==> config.mk <==
export PLATFORM = sky130hd
export DESIGN_NAME = samplerz_berexp_ctrl
export DESIGN_NICKNAME = d
export VERILOG_FILES = /design/src/rtl/samplerz_pkg.sv /design/src/rtl/sync_fifo_fwft.sv /design/src/rtl/samplerz_berexp_ctrl.sv
export SDC_FILE = /design/constraint.sdc
export NUM_CORES = 1
export LEC_CHECK = 0
export ABC_AREA = 1
export CAP_MARGIN = 20
export CORE_MARGIN = 2
export CORE_UTILIZATION = 40
export CTS_CLUSTER_SIZE = 28
export DETAILED_ROUTE_END_ITERATION = 8
export DONT_BUFFER_PORTS = 1
export GPL_ROUTABILITY_DRIVEN = 0
export PLACE_DENSITY = 0.54
export RECOVER_POWER = 50
export SETUP_SLACK_MARGIN = 0.3
export SYNTH_ARGS = -nofsm -noshare
export SYNTH_HDL_FRONTEND = slang
export SYNTH_SLANG_ARGS = --single-unit
==> constraint.sdc <==
create_clock -name clk -period 5.8 [get_ports clk]
set_clock_uncertainty 0.2 [all_clocks]
set_input_delay 0.29 -clock clk [delete_from_list [all_inputs] [get_ports clk]]
set_output_delay 0.29 -clock clk [all_outputs]
set_load 0.02 [all_outputs]
==> src/rtl/samplerz_pkg.sv <==
// Shared constants and types for the SamplerZ BerExp accept/reject controller.
//   Z_W          : width of the signed candidate integer z
//   BER_LATENCY  : BerExp din-accept to dout_val latency, built from the
//                  latencies of its exp, multiply and floor sub-stages plus
//                  one output register
//   z_t          : signed candidate type
package samplerz_pkg;

  localparam int Z_W         = 16;
  localparam int EXP_LAT     = 8;
  localparam int MULT_LAT    = 2;
  localparam int FLOOR_LAT   = 1;
  localparam int BER_LATENCY = EXP_LAT + MULT_LAT + FLOOR_LAT + 1;

  typedef logic signed [Z_W-1:0] z_t;

endpackage

==> src/rtl/sync_fifo_fwft.sv <==
// Synchronous first-word-fall-through FIFO with occupancy output.
//   clk, rst      : clock, synchronous active-low reset
//   push, din     : write strobe and data (caller never pushes when full)
//   pop           : read strobe (caller never pops when empty)
//   dout          : head entry, valid whenever count != 0
//   count         : current occupancy, 0..DEPTH
// DEPTH must be a power of two so the pointers wrap naturally.
module sync_fifo_fwft #(
  parameter int W     = 16,
  parameter int DEPTH = 16,
  localparam int AW   = $clog2(DEPTH)
) (
  input  logic          clk,
  input  logic          rst,
  input  logic          push,
  input  logic [W-1:0]  din,
  input  logic          pop,
  output logic [W-1:0]  dout,
  output logic [AW:0]   count
);

  logic [W-1:0]  mem [DEPTH];
  logic [AW-1:0] wr_ptr, rd_ptr;

  always_ff @(posedge clk) begin
    if (!rst) begin
      wr_ptr <= '0;
      rd_ptr <= '0;
      count  <= '0;
    end else begin
      if (push) wr_ptr <= wr_ptr + AW'(1);
      if (pop)  rd_ptr <= rd_ptr + AW'(1);
      case ({push, pop})
        2'b10:   count <= count + (AW+1)'(1);
        2'b01:   count <= count - (AW+1)'(1);
        default: count <= count;
      endcase
    end
  end

  // Storage needs no reset: an entry is only observed after it was written.
  always_ff @(posedge clk) begin
    if (push) mem[wr_ptr] <= din;
  end

  assign dout = mem[rd_ptr];

endmodule

==> src/rtl/samplerz_berexp_ctrl.sv <==
// Accept/reject controller sitting after BerExp in the SamplerZ rejection loop.
// Candidates (z, ccs, x) are handed to BerExp together with one random byte;
// z waits in a pending FIFO until its in-order verdict w returns. Accepted z
// go to an output ready/valid stream, rejects produce a one-cycle reject_o.
// BerExp cannot be stalled on its output, so issue is credit-limited: a
// candidate is only issued while pending + accepted-not-consumed < DEPTH,
// which guarantees every returning verdict has a slot.
//   cand_*        : candidate stream in (valid/ready) plus rand_8_i
//   ber_*_o/i     : BerExp input handshake and operands, result (dval, w)
//   z_val_o/z_o   : accepted z stream, z_rdy_i from consumer
//   reject_o      : one pulse per rejected candidate
//   accept_cnt_o, reject_cnt_o : saturating statistics
//   err_o         : sticky, verdict arrived with nothing pending
// After reset a drain window of BER_LATENCY cycles ignores BerExp results,
// since BerExp has no reset and may still deliver verdicts for pre-reset
// issues. DEPTH must be >= BER_LATENCY+1 and a power of two.
module samplerz_berexp_ctrl import samplerz_pkg::*; #(
  parameter int Z_W         = samplerz_pkg::Z_W,
  parameter int DEPTH       = 16,
  parameter int BER_LATENCY = samplerz_pkg::BER_LATENCY,
  parameter int CNT_W       = 32
) (
  input  logic             clk,
  input  logic             rst,
  input  logic             cand_val_i,
  output logic             cand_rdy_o,
  input  logic [Z_W-1:0]   cand_z_i,
  input  logic [63:0]      cand_ccs_i,
  input  logic [63:0]      cand_x_i,
  input  logic [7:0]       rand_8_i,
  output logic             ber_val_o,
  input  logic             ber_rdy_i,
  output logic [63:0]      ber_ccs_o,
  output logic [63:0]      ber_x_o,
  output logic [7:0]       ber_rand_o,
  input  logic             ber_dval_i,
  input  logic             ber_w_i,
  output logic             z_val_o,
  input  logic             z_rdy_i,
  output logic [Z_W-1:0]   z_o,
  output logic             reject_o,
  output logic [CNT_W-1:0] accept_cnt_o,
  output logic [CNT_W-1:0] reject_cnt_o,
  output logic             err_o
);

  localparam int AW = $clog2(DEPTH);
  localparam int DW = $clog2(BER_LATENCY + 1);

  logic [DW-1:0]  drain_cnt;
  logic           drain;
  logic [AW:0]    pend_cnt, out_cnt;
  logic [AW+1:0]  occ;
  logic           credit;
  logic           issue, res_valid, res_ok, acc_push, out_pop;
  logic [Z_W-1:0] pend_head, out_head;

  assign drain  = (drain_cnt != '0);
  // Registered counts only: an issue this cycle is already visible to the
  // credit check next cycle, so the DEPTH bound cannot be overshot.
  assign occ    = {1'b0, pend_cnt} + {1'b0, out_cnt};
  assign credit = (occ < (AW+2)'(DEPTH));

  assign ber_val_o  = cand_val_i & credit & ~drain;
  assign cand_rdy_o = ber_rdy_i & credit & ~drain;
  assign ber_ccs_o  = cand_ccs_i;
  assign ber_x_o    = cand_x_i;
  assign ber_rand_o = rand_8_i;
  assign issue      = cand_val_i & cand_rdy_o;

  // A verdict with nothing pending is a protocol error and is dropped.
  assign res_valid = ber_dval_i & ~drain;
  assign res_ok    = res_valid & (pend_cnt != '0);
  assign acc_push  = res_ok & ber_w_i;

  assign z_val_o = (out_cnt != '0);
  assign out_pop = z_val_o & z_rdy_i;
  assign z_o     = z_val_o ? out_head : '0;

  sync_fifo_fwft #(.W(Z_W), .DEPTH(DEPTH)) u_pend (
    .clk(clk), .rst(rst), .push(issue), .din(cand_z_i),
    .pop(res_ok), .dout(pend_head), .count(pend_cnt)
  );

  sync_fifo_fwft #(.W(Z_W), .DEPTH(DEPTH)) u_out (
    .clk(clk), .rst(rst), .push(acc_push), .din(pend_head),
    .pop(out_pop), .dout(out_head), .count(out_cnt)
  );

  always_ff @(posedge clk) begin
    if (!rst) begin
      drain_cnt    <= DW'(BER_LATENCY);
      reject_o     <= 1'b0;
      err_o        <= 1'b0;
      accept_cnt_o <= '0;
      reject_cnt_o <= '0;
    end else begin
      if (drain) drain_cnt <= drain_cnt - DW'(1);
      reject_o <= res_ok & ~ber_w_i;
      if (res_valid && pend_cnt == '0) err_o <= 1'b1;
      if (acc_push && accept_cnt_o != '1)
        accept_cnt_o <= accept_cnt_o + CNT_W'(1);
      if (res_ok && !ber_w_i && reject_cnt_o != '1)
        reject_cnt_o <= reject_cnt_o + CNT_W'(1);
    end
  end

endmodule

Word-level counts from Yosys, hierarchy flattened
Memories as Yosys holds them, arrays and structs flattened. A register that Yosys moved wholly into a read port is not among the register bits.
Cells that the tools add are included.
Storage, ports and cells
  output and inout bits: 221
  memories kept: 2
  logic and storage cells: 66
  bits of input ports: 159
  register bits after elaboration: 96
  memory bits (writable): 512
Operators by class
  reduce and logical (&&, ||, !) cells: 11
  bitwise operators: 12
  magnitude comparators: 1
  muxes and demuxes: 11
  eq/ne operators: 6
  add/subtract/negate cells: 12
Memory list
  u_out.mem: depth 16, bits a word 16, rd ports 1, clocked after Yosys merged registers in 1, write ports 1, RTL line sync_fifo_fwft.sv:22  | logic [W-1:0] mem [DEPTH];
  u_pend.mem: depth 16, bits a word 16, rd ports 1, clocked after Yosys merged registers in 1, write ports 1, RTL line sync_fifo_fwft.sv:22
Operators with widths (number)
  adder 32 x 1 -> 32 bit, second input constant: 2
  != test 32 bit, second input constant: 2
  one-hot mux 5 bit (2 select lines): 2
  adder 4 x 1 -> 4 bit, second input constant: 4
  two-way mux 16 bit: 1
  two-way mux 4 bit: 4
  adder 5 x 1 -> 5 bit, second input constant: 2
  bitwise AND 1 bit: 10
  nonzero test 5 bit: 2
  subtractor 5 x 1 -> 5 bit, second input constant: 2
  adder 5 x 5 -> 6 bit: 1
  < comparator 6 x 5 -> 1 bit, second input constant: 1
  zero test 5 bit: 1
  equality test 2 x 1 -> 1 bit, second input constant: 2
  equality test 2 bit, second input constant: 2
  logical AND 1 bit: 4
  two-way mux 1 bit: 4
  nonzero test 2 bit: 2
  nonzero test 4 bit: 1
  subtractor 4 x 1 -> 4 bit, second input constant: 1
  inverter 1 bit: 2
  zero test 1 bit: 1

Depth between registers and ports, before layout
Gate-level depths: netlist of run 1.
  depth in word-level cells: 7
  mapped depth: 18
  depth with buffers taken out: 17

By module
From an unflattened synthesis of run 1, not the netlist that was laid out.
Unflattened totals
  cell total of the unflattened synthesis: 2810
  area total of the unflattened synthesis: 28333.4 um2
Modules (own cells, without submodules)
  sync_fifo_fwft at u_out: cells an instance 935, instances 1, area an instance 11290.8 um2, sequential area each 8027.7 um2
  sync_fifo_fwft at u_pend: cells an instance 933, instances 1, area an instance 11283.3 um2, sequential area each 8027.7 um2
  samplerz_berexp_ctrl: cells an instance 942, instances 1, area an instance 5759.3 um2, sequential area each 1401.3 um2

Worst setup path before layout of run 1
OpenSTA, ideal clock, no wires.
  path kind: reg-to-reg
  start: reg drain_cnt[0]
  end: mem u_pend.mem[0][0], enable pin
  data required time: 5.191 ns
  stages on the path, launching flop included: 8
  slack: 2.729 ns
  path buffers: 1
  setup time: 0.409 ns
  arrival: 2.461 ns
  period minus slack after synthesis: 3.071 ns
  cell sequence: dfxtp_1 > inv_1 > ha_1 > nand3_4 > nor2_1 > nand4_1 > clkbuf_1 > nor3_1
On the way
  longest elaborated chain between the ends: 6
RTL lines
  start: declaration: RTL line samplerz_berexp_ctrl.sv:50  | logic [DW-1:0] drain_cnt;
  start signal: assignment: RTL line samplerz_berexp_ctrl.sv:92  | drain_cnt <= DW'(BER_LATENCY);
  start signal: assignment: RTL line samplerz_berexp_ctrl.sv:98  | if (drain) drain_cnt <= drain_cnt - DW'(1);
  nonzero test 4 bit: RTL line samplerz_berexp_ctrl.sv:58  | assign drain = (drain_cnt != '0);
  inverter 1 bit: RTL line samplerz_berexp_ctrl.sv:65  | assign cand_rdy_o = ber_rdy_i & credit & ~drain;
  bitwise AND 1 bit: RTL line samplerz_berexp_ctrl.sv:65
  bitwise AND 1 bit: RTL line samplerz_berexp_ctrl.sv:69  | assign issue = cand_val_i & cand_rdy_o;
  two-way mux 1 bit: RTL line sync_fifo_fwft.sv:43  | if (push) mem[wr_ptr] <= din;
  two-way mux 1 bit (implied by the code): RTL line sync_fifo_fwft.sv:43
  end: declaration: RTL line sync_fifo_fwft.sv:22
No other way between the ends.

Worst setup path after layout of run 1
  start: reg reject_cnt_o[1]
  end: reg reject_cnt_o[19]
On the way
  longest elaborated chain between the ends: 2
  elaborated cells between the ends (all ways): 3
  those cells by class: add/sub: 1; eq/ne: 1; reduce/logical: 1
RTL lines
  start: declaration: RTL line samplerz_berexp_ctrl.sv:43  | output logic [CNT_W-1:0] reject_cnt_o,
  start signal: assignment: RTL line samplerz_berexp_ctrl.sv:104  | reject_cnt_o <= reject_cnt_o + CNT_W'(1);
  parallel branches: the longest is 2 deep, another holds adder 32 x 1 -> 32 bit
Parallel ways; which one is timed is not known.
A chain may end at the register's enable or synchronous reset.

==> qor.csv, run 1 <==
stage,metric,value,unit
yosys,YS warnings,0,
sta,Max Clk Rate,227,MHz
run,max_cap viols,8,
worst_setup_path,crit path launch type,flop,
worst_setup_path,r2r startpoint,reject_cnt_o[1],
sta,Rel. slew slack,-0.0865,
clock_tree,CTS Buffer Depth,3,
power_and_ir_drop,sw frac,0.282,
worst_setup_path,CP Data Arrival Time,4650,ps
power_and_ir_drop,PwrDens,359,nW/um^2
worst_hold_path,Hold Crit Endpoint,accept_cnt_o[19],
floorplan,row count,95,
place,number of buffers added on ports,0,
floorplan,die footprint,70400,sq um
layout,layout cell share with drive strength beyond 1,0.0710,
clock_tree,Root Driver,clkbuf_16,
power_and_ir_drop,clock power share,0.398,
yosys,"Seq/Total Area, Yosys",0.639,
yosys,Mapped Cells,2610,
clock_tree,CTS H-tree lvls,3,
layout,antenna cells,0,
worst_setup_path,critical path class,reg -> reg,
grt,vias in the first global route,17500,
sta,final worst slack,1400,ps
route,initial DRC count,1491,
layout,Area Overhead vs Synth,8.30,%
grt,global-route wire length before repair,111000,um
clock_tree,post-CTS setup repair buffer count,0,
layout,nets@finish,2670,
grt,total global-route track usage,0.207,
sta,RSZ-0062 raised after global routing,false,
sta,"Hold Vio Cnt, Final",0,
yosys,"flops & latches, synth",616,
clock_tree,CTS buffer count,67,
worst_hold_path,worst min path class,in -> reg,
layout,footprint of the multi-input gates,7960,sq um
yosys,library cells used by synthesis,39,
yosys,Post-synth EDFFs,512,
worst_setup_path,Worst setup EP type,flop,
sta,Setup-failing EPs final,0,
layout,register area,17500,sq um
power_and_ir_drop,Comb pwr share,0.143,
clock_tree,Skew-Pair Late Insertion Delay,600,ps
route,drt total wl,73900,um
worst_setup_path,Reg2Reg Depth,12,
floorplan,core area,67400,sq um
grt,initial antenna violation count,4,
worst_hold_path,Hold Crit Start,rst,
worst_setup_path,Critical Path Fanout Max,36,
route,number of remaining DRC errors,0,
yosys,cell area after synthesis,27300,sq um
sta,fin crit share,0.759,
floorplan,Starting Density,0.405,
route,Routed Antenna Nets,0,
power_and_ir_drop,Pint,7.62,mW
route,Pre-antenna DRT Iters,8,
power_and_ir_drop,Worst VDD drop,0.194,mV
run_status,status,finished with violations,
floorplan,I/O pins,380,
sta,setup TNS,0,ps
sta,fin crit period,4400,ps
worst_setup_path,capturing point of the worst reg2reg path,reject_cnt_o[19],
place,dpl ws,2340,ps
floorplan,chip height,265,um
power_and_ir_drop,sequential power share,0.459,
place,DP HPWL,42400,um
worst_hold_path,Hold Crit Depth,3,
route,vias,18500,
clock_tree,CTS tree,built,
clock_tree,clk slew on worst S/H paths,60,ps
run_status,failing checks,"max-capacitance violations, max-slew violations",
yosys,ys flop type,edfxtp_1,
worst_setup_path,CP Data Required Time,6040,ps
clock_tree,CTS sink cnt,616,
power_and_ir_drop,Pleak,9.67,nW
power_and_ir_drop,P_sw,3.00,mW
sta,worst slew pin tran,1630,ps
route,vias per inst,5.43,
sta,max-slew violation count,135,
floorplan,Die X,265,um
grt,Congestion Overflow GR,0,
worst_setup_path,flop2flop setup slack,1400,ps
route,Avg WL per Cell,21.7,um
yosys,synthesized area per cell,10.5,sq um
layout,Fillers,6177,
yosys,Async SR Flop Fraction,0,
yosys,syn_nets,2796,
grt,largest net degree at the start of global routing,91,
routing by layer:
layer / share of wire / global-route usage / up-vias / wire length (um)
met1: 0.41 / 0.264 / 9043 / 30700
met2: 0.48 / 0.343 / 659 / 35500
li1: - / - / 8665 / -
met4: 0.023 / 0.0623 / 8 / 1730
met3: 0.080 / 0.0552 / 116 / 5880
met5: 0.0012 / 0.0104 / - / 91
synth_stat cells (2+ instances only):
cell type | count | area, sq um
a21oi_1 | 118 | 591
buf_1 | 7 | 26.3
buf_2 | 31 | 155
buf_4 | 137 | 1030
buf_6 | 10 | 113
clkbuf_1 | 76 | 285
clkinv_1 | 2 | 7.51
dfxtp_1 | 104 | 2080
edfxtp_1 | 512 | 15400
ha_1 | 26 | 325
inv_1 | 82 | 308
inv_2 | 4 | 15.0
inv_4 | 2 | 12.5
nand2_1 | 452 | 1700
nand2_2 | 3 | 18.8
nand2_4 | 3 | 33.8
nand3_1 | 90 | 450
nand3_4 | 2 | 35.0
nand3b_1 | 19 | 143
nand4_1 | 7 | 43.8
nor2_1 | 469 | 1760
nor2_2 | 7 | 43.8
nor2_4 | 3 | 33.8
nor3_1 | 26 | 130
nor3b_1 | 3 | 22.5
o211ai_1 | 80 | 601
o21ai_0 | 245 | 1230
o21ai_1 | 16 | 80.1
o21bai_1 | 3 | 22.5
o221ai_1 | 16 | 140
o31ai_1 | 16 | 120
xnor2_1 | 9 | 78.8
xor2_1 | 24 | 210
cell usage in the layout (no fill, tap or decap), drive strengths merged, types with 80 or more instances in the layout:
cell type,netlist,final
nand2,459,459
edfxtp,512,512
nor2,480,480
o21ai,261,261
o211ai,80,80
clkbuf,76,96
dfxtp,104,104
a21oi,118,118
nand3,93,93
inv,88,88
cells by family after synthesis:
kind of cell,count (synthesis),synth area share
buffers and inverters,352,0.0718
adder cells (fa/ha/maj),27,0.0126
flip-flops,616,0.639
AND/OR/NAND/NOR,1087,0.163
XOR/XNOR,33,0.0106
AO/OA/AOI/OAI,495,0.102
flip-flops by register name (all words and copies together), names as in the netlist, named ones only:
register / flops
u_pend.count: 5
u_pend.mem: 256
err_o: 1
u_pend.rd_ptr: 4
u_out.count: 5
u_out.wr_ptr: 4
drain_cnt: 4
accept_cnt_o: 32
u_pend.wr_ptr: 4
reject_o: 1
u_out.rd_ptr: 4
u_out.mem: 256
reject_cnt_o: 32
through the flow:
step | instances | utilization | hold WS [ps] | area [sq um] | power (mW)
2_1_floorplan | 2610 | - | 169 | 27300 | 6.18
3_3_place_gp | 3263 | 0.404 | 175 | 27300 | 6.43
3_5_place_dp | 3263 | 0.404 | 173 | 27300 | 6.46
4_1_cts | 3408 | 0.440 | 18.4 | 29700 | 10.7
5_1_grt | 3408 | 0.439 | 85.7 | 29600 | 11.1
6_report | 3408 | 0.439 | 40.8 | 29600 | 10.6
power groups by stage:
stage / Sequential, mW / Combinational, mW / Clock, mW
2_1_floorplan: 4.91 / 1.26 / 0
3_3_place_gp: 4.96 / 1.46 / 0
3_5_place_dp: 4.97 / 1.49 / 0
4_1_cts: 4.87 / 1.54 / 4.31
5_1_grt: 4.88 / 1.69 / 4.49
6_report: 4.87 / 1.52 / 4.22
how the worst max path moves through the flow:
stage               startpoint               end  cells after the start
5_1_grt        reject_cnt_o[1]  reject_cnt_o[19]                     12
2_1_floorplan     drain_cnt[0]  u_pend.mem[0][0]                      7
3_3_place_gp              flop            z_o[7]                      8
6_report       reject_cnt_o[1]  reject_cnt_o[19]                     12
4_1_cts                   flop            z_o[7]                      6
3_5_place_dp              flop            z_o[7]                      6
cell type report:
type / count / area share
tap: 873 / 0.0369
multi-input combinational: 1642 / 0.269
inverter: 91 / 0.0118
timing repair buffer: 66 / 0.0179
clock inverter: 34 / 0.0128
sequential: 616 / 0.591
clock buffer: 86 / 0.0605
worst max-delay path, stage by stage (launching register included):
cell and delay, ps:
dfxtp_1 490, ha_1 280, nand2_1 100, nor2_2 190, nand2_2 140, nor2_4 160
nand2_2 80, nand2_1 890, clkinvlp_2 1290, nand2_1 270, nand2_1 70, nand2_1 60
nor2_1 40
timing repair:
action,in CTS,in global routing
gates resized for setup,0,0
endpoints found under the hold margin,305,0
endpoints found under the setup margin,0,0
hold buffers,25,0
Note: power is estimated with default switching activity, not from simulation.
==> run 2: changes to the inputs <==
==> constraint.sdc (replaced) <==
create_clock -name clk -period 4.1 [get_ports clk]
set_clock_uncertainty 0.2 [all_clocks]
set_input_delay 0.205 -clock clk [delete_from_list [all_inputs] [get_ports clk]]
set_output_delay 0.205 -clock clk [all_outputs]
set_load 0.02 [all_outputs]
==> run 2 against run 1 <==
Highest routed layer unchanged. Sequential share of layout area down 0.34 points. Die area unchanged. Final cell count up 0.38%. Via count down 1.3%. Critical endpoint is now reject_o. Non-clock buffer count up 10. The run still ends with max-capacitance violations, max-slew violations left.
==> qor.csv, run 2 (same netlist as run 1, synthesis figures left out) <==
stage,metric,value,unit
floorplan,Die X,265,um
worst_setup_path,crit path launch type,primary input,
grt,Congestion Overflow GR,0,
layout,Fillers,6157,
worst_setup_path,Worst setup EP type,flop,
place,number of buffers added on ports,0,
floorplan,row count,95,
power_and_ir_drop,Comb pwr share,0.144,
grt,vias in the first global route,17600,
run,max_cap viols,1,
layout,layout cell share with drive strength beyond 1,0.0801,
worst_setup_path,Max stage delay on crit path,1330,ps
place,Area after DPL,27400,sq um
floorplan,core area,67400,sq um
sta,worst slew pin tran,1840,ps
run_status,status,finished with violations,
grt,global-route wire length before repair,109000,um
route,Pre-antenna DRT Iters,7,
floorplan,I/O pins,380,
power_and_ir_drop,clock power share,0.400,
layout,Finished Layout Cells,3421,
sta,Max Clk Rate,284,MHz
grt,largest net degree at the start of global routing,89,
sta,max-slew violation count,39,
worst_setup_path,Critical Path Fanout Max,59,
layout,"most common cell after layout, fill and taps aside",edfxtp_1,
worst_setup_path,buffer and inverter count on the worst path,5,
worst_hold_path,worst min path class,in -> out,
route,number of remaining DRC errors,0,
layout,Area Overhead vs Synth,8.93,%
power_and_ir_drop,P_sw,4.19,mW
sta,worst hold margin,210,ps
route,vias per inst,5.33,
layout,footprint of the multi-input gates,7950,sq um
sta,Rel. slew slack,-0.229,
power_and_ir_drop,PwrDens,509,nW/um^2
clock_tree,Root Driver,clkbuf_16,
power_and_ir_drop,Pleak,9.83,nW
power_and_ir_drop,sw frac,0.277,
sta,setup TNS,0,ps
clock_tree,CTS Buffer Depth,3,
layout,register area,17500,sq um
power_and_ir_drop,sequential power share,0.455,
sta,fin crit period,3520,ps
floorplan,die footprint,70400,sq um
clock_tree,post-CTS sizing,0,
run_status,failing checks,"max-capacitance violations, max-slew violations",
route,Routed Antenna Nets,0,
route,initial DRC count,1542,
clock_tree,Skew-Pair Late Insertion Delay,610,ps
place,DP HPWL,43300,um
clock_tree,CTS sink cnt,616,
place,DP Cell Count,3273,
layout,"commonest cells after routing, fill and taps aside","edfxtp_1, nor2_1, nand2_1",
clock_tree,clk slew on worst S/H paths,60,ps
worst_setup_path,CP Data Arrival Time,3870,ps
route,Avg WL per Cell,21.1,um
worst_setup_path,cell mode on critical path,dlygate4sd3_1,
layout,cell area after layout,29700,sq um
sta,RSZ-0062 raised after global routing,false,
clock_tree,CTS tree,built,
floorplan,Starting Density,0.405,
sta,"Hold Vio Cnt, Final",0,
power_and_ir_drop,Worst VDD drop,0.255,mV
grt,total global-route track usage,0.202,
worst_setup_path,CP Data Required Time,4460,ps
clock_tree,CTS H-tree lvls,3,
worst_setup_path,crit path max-delay cell type,clkbuf_1,
sta,fin crit share,0.858,
power_and_ir_drop,"Power, Total",15.1,mW
route,vias,18200,
route,drt total wl,72300,um
worst_setup_path,CP top delay family,buffers and inverters,
sta,Setup-failing EPs final,0,
floorplan,chip height,265,um
grt,initial antenna violation count,3,
worst_setup_path,"critical path, cell by cell","dlygate4sd3_1, clkbuf_1, inv_2, clkbuf_2, nor3_1, dlygate4sd3_1",
clock_tree,CTS buffer count,69,
worst_setup_path,critical path class,in -> reg,
layout,largest registers,"u_out.mem (256), u_pend.mem (256)",
layout,nets@finish,2682,
power_and_ir_drop,Pint,10.9,mW
-- run 2: worst paths after layout --
path                                    endpoint  cells past startpoint            start  slack [ps]
worst min-delay path               ber_ccs_o[30]                      0   cand_ccs_i[30]         210
worst max-delay path                    reject_o                      6              rst         580
worst max register to register  u_out.mem[13][1]                      9     drain_cnt[0]         630
worst min register to register              flop                      2  u_out.rd_ptr[3]         270
-- run 2: through the flow --
stage	setup WS, ps	util
6_report	581	0.441
5_1_grt	292	0.441
4_1_cts	615	0.443
3_5_place_dp	1160	0.406
3_3_place_gp	1180	0.406
2_1_floorplan	1030	-
-- run 2: area by class of cell --
type	instances	share of cell area
antenna	1	0.0000841
sequential	616	0.587
inverter	91	0.0118
multi-input combinational	1642	0.267
timing repair buffer	76	0.0218
clock buffer	89	0.0630
tap	873	0.0367
clock inverter	33	0.0119
-- run 2: metal layers --
layer / GRT usage / wire, um
met4: 0.0580 / 1410
met5: 0.0104 / 69
met1: 0.261 / 31000
met2: 0.335 / 34600
met3: 0.0532 / 5200
-- run 2: repair_timing --
| item | CTS | global route |
|---|---|---|
| hold endpoints to repair | 340 | 0 |
| hold buffers | 25 | 0 |
| buffers inserted | 0 | 0 |
-- run 2: power by group through the flow --
stage / sequential, mW / clock [mW] / combinational [mW]
2_1_floorplan: 6.95 / 0 / 1.79
5_1_grt: 6.90 / 6.44 / 2.44
4_1_cts: 6.89 / 6.21 / 2.23
3_5_place_dp: 7.02 / 0 / 2.16
6_report: 6.89 / 6.06 / 2.18
3_3_place_gp: 7.02 / 0 / 2.13
